### src/rtl/medidor_pulsos.sv
// medidor_pulsos: counts debounced rising edges of a wheel sensor
// between edges of a slow time-base gate.
//
// Ports:
//   clock     system clock, all state on its rising edge
//   reset_n   asynchronous active-low reset
//   enable    measurement enable (synchronous)
//   gate      time-base square wave (async); every edge closes a window
//   sensor    raw bouncy wheel sensor (async)
//   count_out pulse count of the last completed window
//   valid     one-cycle strobe when count_out updates
//   overflow  last completed window saturated
module medidor_pulsos #(
  parameter int CNT_W      = 16,
  parameter int DEB_CYCLES = 1000,
  parameter int DEB_W      = 10
) (
  input  logic             clock,
  input  logic             reset_n,
  input  logic             enable,
  input  logic             gate,
  input  logic             sensor,
  output logic [CNT_W-1:0] count_out,
  output logic             valid,
  output logic             overflow
);

  localparam logic [0:0] IDLE    = 1'b0;
  localparam logic [0:0] MEASURE = 1'b1;

  localparam logic [DEB_W-1:0] DEB_MAX =
    DEB_W'(DEB_CYCLES - 1);

  logic g_s1, g_s2, g_d;
  logic s_s1, s_s2;

  always_ff @(posedge clock or negedge reset_n) begin
    if (!reset_n) begin
      g_s1 <= 1'b0;
      g_s2 <= 1'b0;
      g_d  <= 1'b0;
      s_s1 <= 1'b0;
      s_s2 <= 1'b0;
    end else begin
      g_s1 <= gate;
      g_s2 <= g_s1;
      g_d  <= g_s2;
      s_s1 <= sensor;
      s_s2 <= s_s1;
    end
  end

  logic gate_evt;
  assign gate_evt = g_s2 ^ g_d;

  logic             deb_state;
  logic [DEB_W-1:0] deb_cnt;
  logic             deb_flip;
  logic             pulse;

  // The accepted level flips on the edge where the mismatch
  // has lasted DEB_CYCLES samples; a 0->1 flip is a pulse.
  assign deb_flip = (s_s2 != deb_state)
                  && (deb_cnt == DEB_MAX);
  assign pulse    = deb_flip & s_s2;

  always_ff @(posedge clock or negedge reset_n) begin
    if (!reset_n) begin
      deb_state <= 1'b0;
      deb_cnt   <= '0;
    end else if (s_s2 == deb_state) begin
      deb_cnt   <= '0;
    end else if (deb_flip) begin
      deb_state <= s_s2;
      deb_cnt   <= '0;
    end else begin
      deb_cnt   <= deb_cnt + DEB_W'(1);
    end
  end

  logic [0:0]       state;
  logic [CNT_W-1:0] acc;
  logic             sat;
  logic             acc_full;
  logic [CNT_W-1:0] acc_nx;
  logic             sat_nx;
  logic             meas;

  // acc_nx/sat_nx fold in a pulse landing on this very edge,
  // so a closing window still sees it.
  assign meas     = (state == MEASURE);
  assign acc_full = &acc;
  assign acc_nx   = (pulse && !acc_full)
                  ? acc + CNT_W'(1) : acc;
  assign sat_nx   = sat | (pulse & acc_full);

  always_ff @(posedge clock or negedge reset_n) begin
    if (!reset_n) begin
      state     <= IDLE;
      acc       <= '0;
      sat       <= 1'b0;
      count_out <= '0;
      overflow  <= 1'b0;
      valid     <= 1'b0;
    end else begin
      valid <= 1'b0;
      unique case (1'b1)
        !enable: begin
          state <= IDLE;
          acc   <= '0;
          sat   <= 1'b0;
        end
        enable && gate_evt && meas: begin
          count_out <= acc_nx;
          overflow  <= sat_nx;
          valid     <= 1'b1;
          acc       <= '0;
          sat       <= 1'b0;
        end
        enable && gate_evt && !meas: begin
          state <= MEASURE;
          acc   <= '0;
          sat   <= 1'b0;
        end
        enable && !gate_evt && meas: begin
          acc <= acc_nx;
          sat <= sat_nx;
        end
        default: begin
        end
      endcase
    end
  end

endmodule

### config.mk
export PLATFORM = sky130hd
export DESIGN_NAME = medidor_pulsos
export DESIGN_NICKNAME = d
export VERILOG_FILES = /design/src/rtl/medidor_pulsos.sv
export SDC_FILE = /design/constraint.sdc
export NUM_CORES = 1
export LEC_CHECK = 0
export BUFFER_PORTS_ARGS = -buffer_cell sky130_fd_sc_hd__buf_2
export CAP_MARGIN = 40
export CORE_UTILIZATION = 50
export DETAILED_ROUTE_END_ITERATION = 8
export PLACE_DENSITY_LB_ADDON = 0.3
export SLEW_MARGIN = 20
export SYNTH_ARGS = -nofsm -noshare
export SYNTH_HDL_FRONTEND = slang
export SYNTH_SLANG_ARGS = --single-unit
### constraint.sdc
create_clock -name clock -period 4.8 [get_ports clock]
set_input_delay 0.96 -clock clock [delete_from_list [all_inputs] [get_ports clock]]
set_output_delay 0.96 -clock clock [all_outputs]
set_load 0.03 [all_outputs]
==> results.txt <==
----------------------------------------------------
[Min path]
  Worst hold path endpoint ... g_s2
  Type of the worst min-delay path ... flip-flop to flip-flop
  Hold Path Depth ... 0
  Hold wc startpoint ... g_s1

[Yosys]
  Proportion of netlist area held by the largest area contributor ... 50.46%
  Async set-or-reset flop fraction in the synthesized netlist ... 100.0%
  Post-synthesis net count ... 274
  Number of distinct standard cells referenced by the synthesized netlist ... 38
  Largest area contributor in the netlist ... sky130_fd_sc_hd__dfrtp_1
  Fraction of the yosys area taken by sequential cells ... 50.46%
  Count of state elements after synthesis ... 52
  Post-synth EDFFs ... 0
  Syn Area/Cell ... 9.658 um^2
  Most used flip-flop cell after synthesis ... sky130_fd_sc_hd__dfrtp_1
  Count of mapped cells out of synthesis ... 267
  Main area contributors after synthesis ... sky130_fd_sc_hd__dfrtp_1 (50%), sky130_fd_sc_hd__xnor2_1 (6.1%), sky130_fd_sc_hd__nor2_1 (4.8%), sky130_fd_sc_hd__xor2_1 (3.7%), sky130_fd_sc_hd__nand2_1 (3.5%)
  Syn. warnings ... 0
  Synthesized cell area ... roughly 2600 um^2

[Cells and area]
  Most frequent standard cell in the layout excluding fill and tap cells ... sky130_fd_sc_hd__dfrtp_1
  Registers with the highest flip-flop counts ... acc (16), count_out (16), deb_cnt (10)
  Filler cell count in the final layout ... about 410
  Final core utilization ... 59.10%
  Share of final-layout standard cells stronger than drive strength 1 ... 14.34%
  Antenna fix cells ... 0
  Most frequent cells in the layout ... sky130_fd_sc_hd__dfrtp_1 (52), sky130_fd_sc_hd__nor2_1 (33), sky130_fd_sc_hd__nand2_1 (24)
  NumNets Final ... 292
  Layout-stage area growth over the synthesis result ... 11.11%

[Setup path]
  Startpoint of the lowest-slack register-to-register path ... acc[0]
  Worst R2R Path Depth ... 6
  Max stage delay cell, worst path ... sky130_fd_sc_hd__or4_1
  Kind of capture point of the worst setup path ... flip-flop
  Reg-to-reg slack, setup ... 2440 ps
  Cell class contributing the biggest share of worst-path delay ... simple AND/OR/NAND/NOR gates
  Crit path required time ... ~5000 ps
  Critical Path Source Type ... flip-flop
  Crit path max fanout ... 6
  Cells along the critical path ... ha_1 > nand4_1 > or4_1 > nand4_4 > mux2i_1 > o21ai_1
  Buffers plus inverters on the worst setup path ... 0
  Crit path DAT ... 2540 ps
  Beginning of the critical path ... acc[0]
  CP max stage delay ... 700 ps
  Critical path start-end classification ... flip-flop to flip-flop
  Endpoint of the worst-slack reg-to-reg timing path ... count_out[1]

[GRT]
  Total routing usage reported by global routing ... 19.87%
  First-pass GRT wire length ... 8128 um
  Remaining Overflow, GRT ... 0
  Number of antenna violations at the first check in global routing ... 0
  Maximum number of pins on one net before global-route repair ... 53
  Via count of the first global-routing pass ... 1775

[Clock tree]
  Clock sink count ... 52
  Number of buffers on the longest clock path ... 2
  Root Buffer Master ... sky130_fd_sc_hd__clkbuf_8
  Hold_buf cts ... 0
  Clock slew seen by the registers of the worst setup and hold paths ... 90 ps
  Number of levels in the clock H-tree ... 2
  Clock tree from TritonCTS ... done
  Number of clock buffers inserted by TritonCTS ... 5
  Number of instances resized during post-cts repair ... 0
  Postcts setup bufs ... 0
  Worst skew pair latency ... about 300 ps

[Route]
  Number of routed nets with antenna violations ... 0
  Drt pass-1 iters ... 4
  Per-cell via count in the routed design ... roughly 5.4
  Total via count after detailed routing ... 1902
  Routed length per placed instance ... 13.54 um
  Remaining routing DRC violations ... 0
  DRC violation total after the first TritonRoute iteration ... between 150 and 200
  Final wirelength ... 4781 um

[Timing]
  Slew Limit Headroom ... 57.87%
  Worst-case hold slack ... 355.4 ps
  Time the worst path needs with I/O delays and setup ... about 2400 ps
  RSZ-0062 raised after global routing ... no
  Final Hold Viols ... 0
  Final worst path period share ... between 40% and 50%
  Number of setup violations in the final report ... 0
  Fmax ... 424.5 MHz
  Worst Clk Skew ... 9.431 ps
  Max-slew violation total from the final report ... 0
  Setup tns final ... 0 ps
  Least-Margin Pin Slew ... 632.0 ps

[Status]
  Run status ... complete, no violations

[Die]
  Height of the die ... 73.82 um
  Site row count ... 25
  Die Footprint ... 5449 um^2
  Initial standard-cell utilization of the core ... between 50% and 60%
  Placeable core region ... 4848 um^2
  Top-level port count ... 23
  Overall die width ... ~74 um

[Pwr]
  Fraction of power spent switching nets ... 21.77%
  Sequential cell fraction of total power ... 55.0%
  Combinational power share ... about 6.1%
  Net switching power figure ... roughly 0.00018 W
  Power per unit of standard cell area ... 288.1 nW/um^2
  Int Pwr ... 0.0006457 W
  Fraction of power consumed by the clock network ... ~40%
  Leakage ... between 1 and 1.5 nW
  Highest ir drop seen on vdd ... roughly 0.2 mV

[Flow run]
  Max_cap viols ... 0

[Place]
  Quantity of I/O buffers inserted on ports ... 22
  Half-perimeter wire length of the detailed placement result ... 3420 um
  Routability cong. ... between 0.8 and 0.9

----------------------------------------------------
## synth_stat cells (all sizes together), types with 2 or more instances
cell and instances:
buf 6, mux2i 4, ha 2, a21oi 5, dfrtp 52, nand4 11
and3 2, and4 5, xnor2 18, or3 8, a311oi 2, nor3b 2
o21ai 21, nor3 12, nor4 6, a31oi 4, xor2 11, nand2 25
clkbuf 8, inv 3, nor2 33, nand3 15, or2 3
## metal layers
layer	vias up	track usage [%]	share of wire, %
met4	0	10.90	1.9
met2	49	29.87	44
met5	-	0	0
li1	973	-	-
met3	8	3.292	2.5
met1	872	27.31	51
## power by group through the flow
| stage | sequential (W) | combinational (W) | clock (W) |
|---|---|---|---|
| final | 0.000454 | 0.0000503 | 0.000321 |
| after global routing | 0.000456 | 0.0000570 | 0.000347 |
| after CTS | 0.000454 | 0.0000515 | 0.000330 |
| after detailed placement | 0.000463 | 0.0000514 | 0 |
| after global placement | 0.000462 | 0.0000503 | 0 |
| after floorplan | 0.000473 | 0.0000201 | 0 |
## worst register-to-register path: stages, from the launching register on
cell and delay, ps:
sky130_fd_sc_hd__dfrtp_1 450, sky130_fd_sc_hd__ha_1 260, sky130_fd_sc_hd__nand4_1 250, sky130_fd_sc_hd__or4_1 700, sky130_fd_sc_hd__nand4_4 210, sky130_fd_sc_hd__mux2i_1 280
sky130_fd_sc_hd__o21ai_1 80
## worst max path at each step
| stage | end | cells after the start |
|---|---|---|
| final | count_out[1] | 6 |
| after global routing | count_out[8] | 6 |
| after CTS | count_out[8] | 6 |
| after detailed placement | count_out[8] | 6 |
| after global placement | count_out[14] | 4 |
| after floorplan | count_out[1] | 7 |
## kinds of logic after synthesis
logic type      synth area share [%]
simple gates                   26.64
flops                          50.46
compound gates                 7.326
xor+xnor                       9.849
buf+inv                        2.766
mux                            1.989
fa+ha+maj                     0.9702
## layout make-up
class,instances,area (um^2),share of cell area (%)
Multi-Input combinational cell,198,1206,42.10
Timing Repair Buffer,25,136.4,4.760
Clock inverter,1,30.03,1.048
Inverter,3,11.26,0.3930
Clock buffer,7,96.34,3.362
Tap cell,67,83.83,2.926
Sequential cell,52,1301,45.41
## per-stage QoR
step / total power, W / cells / setup slack [ps] / area [um^2]
after floorplan: 0.0004932 / 267 / 2835 / 2579
after global placement: 0.0005127 / 343 / 2261 / 2720
after detailed placement: 0.0005141 / 345 / 2481 / 2739
after CTS: 0.0008355 / 353 / 2438 / 2865
after global routing: 0.0008600 / 353 / 2241 / 2865
final: 0.0008254 / 353 / 2444 / 2865
No activity file was read; power rests on OpenSTA's default activity.
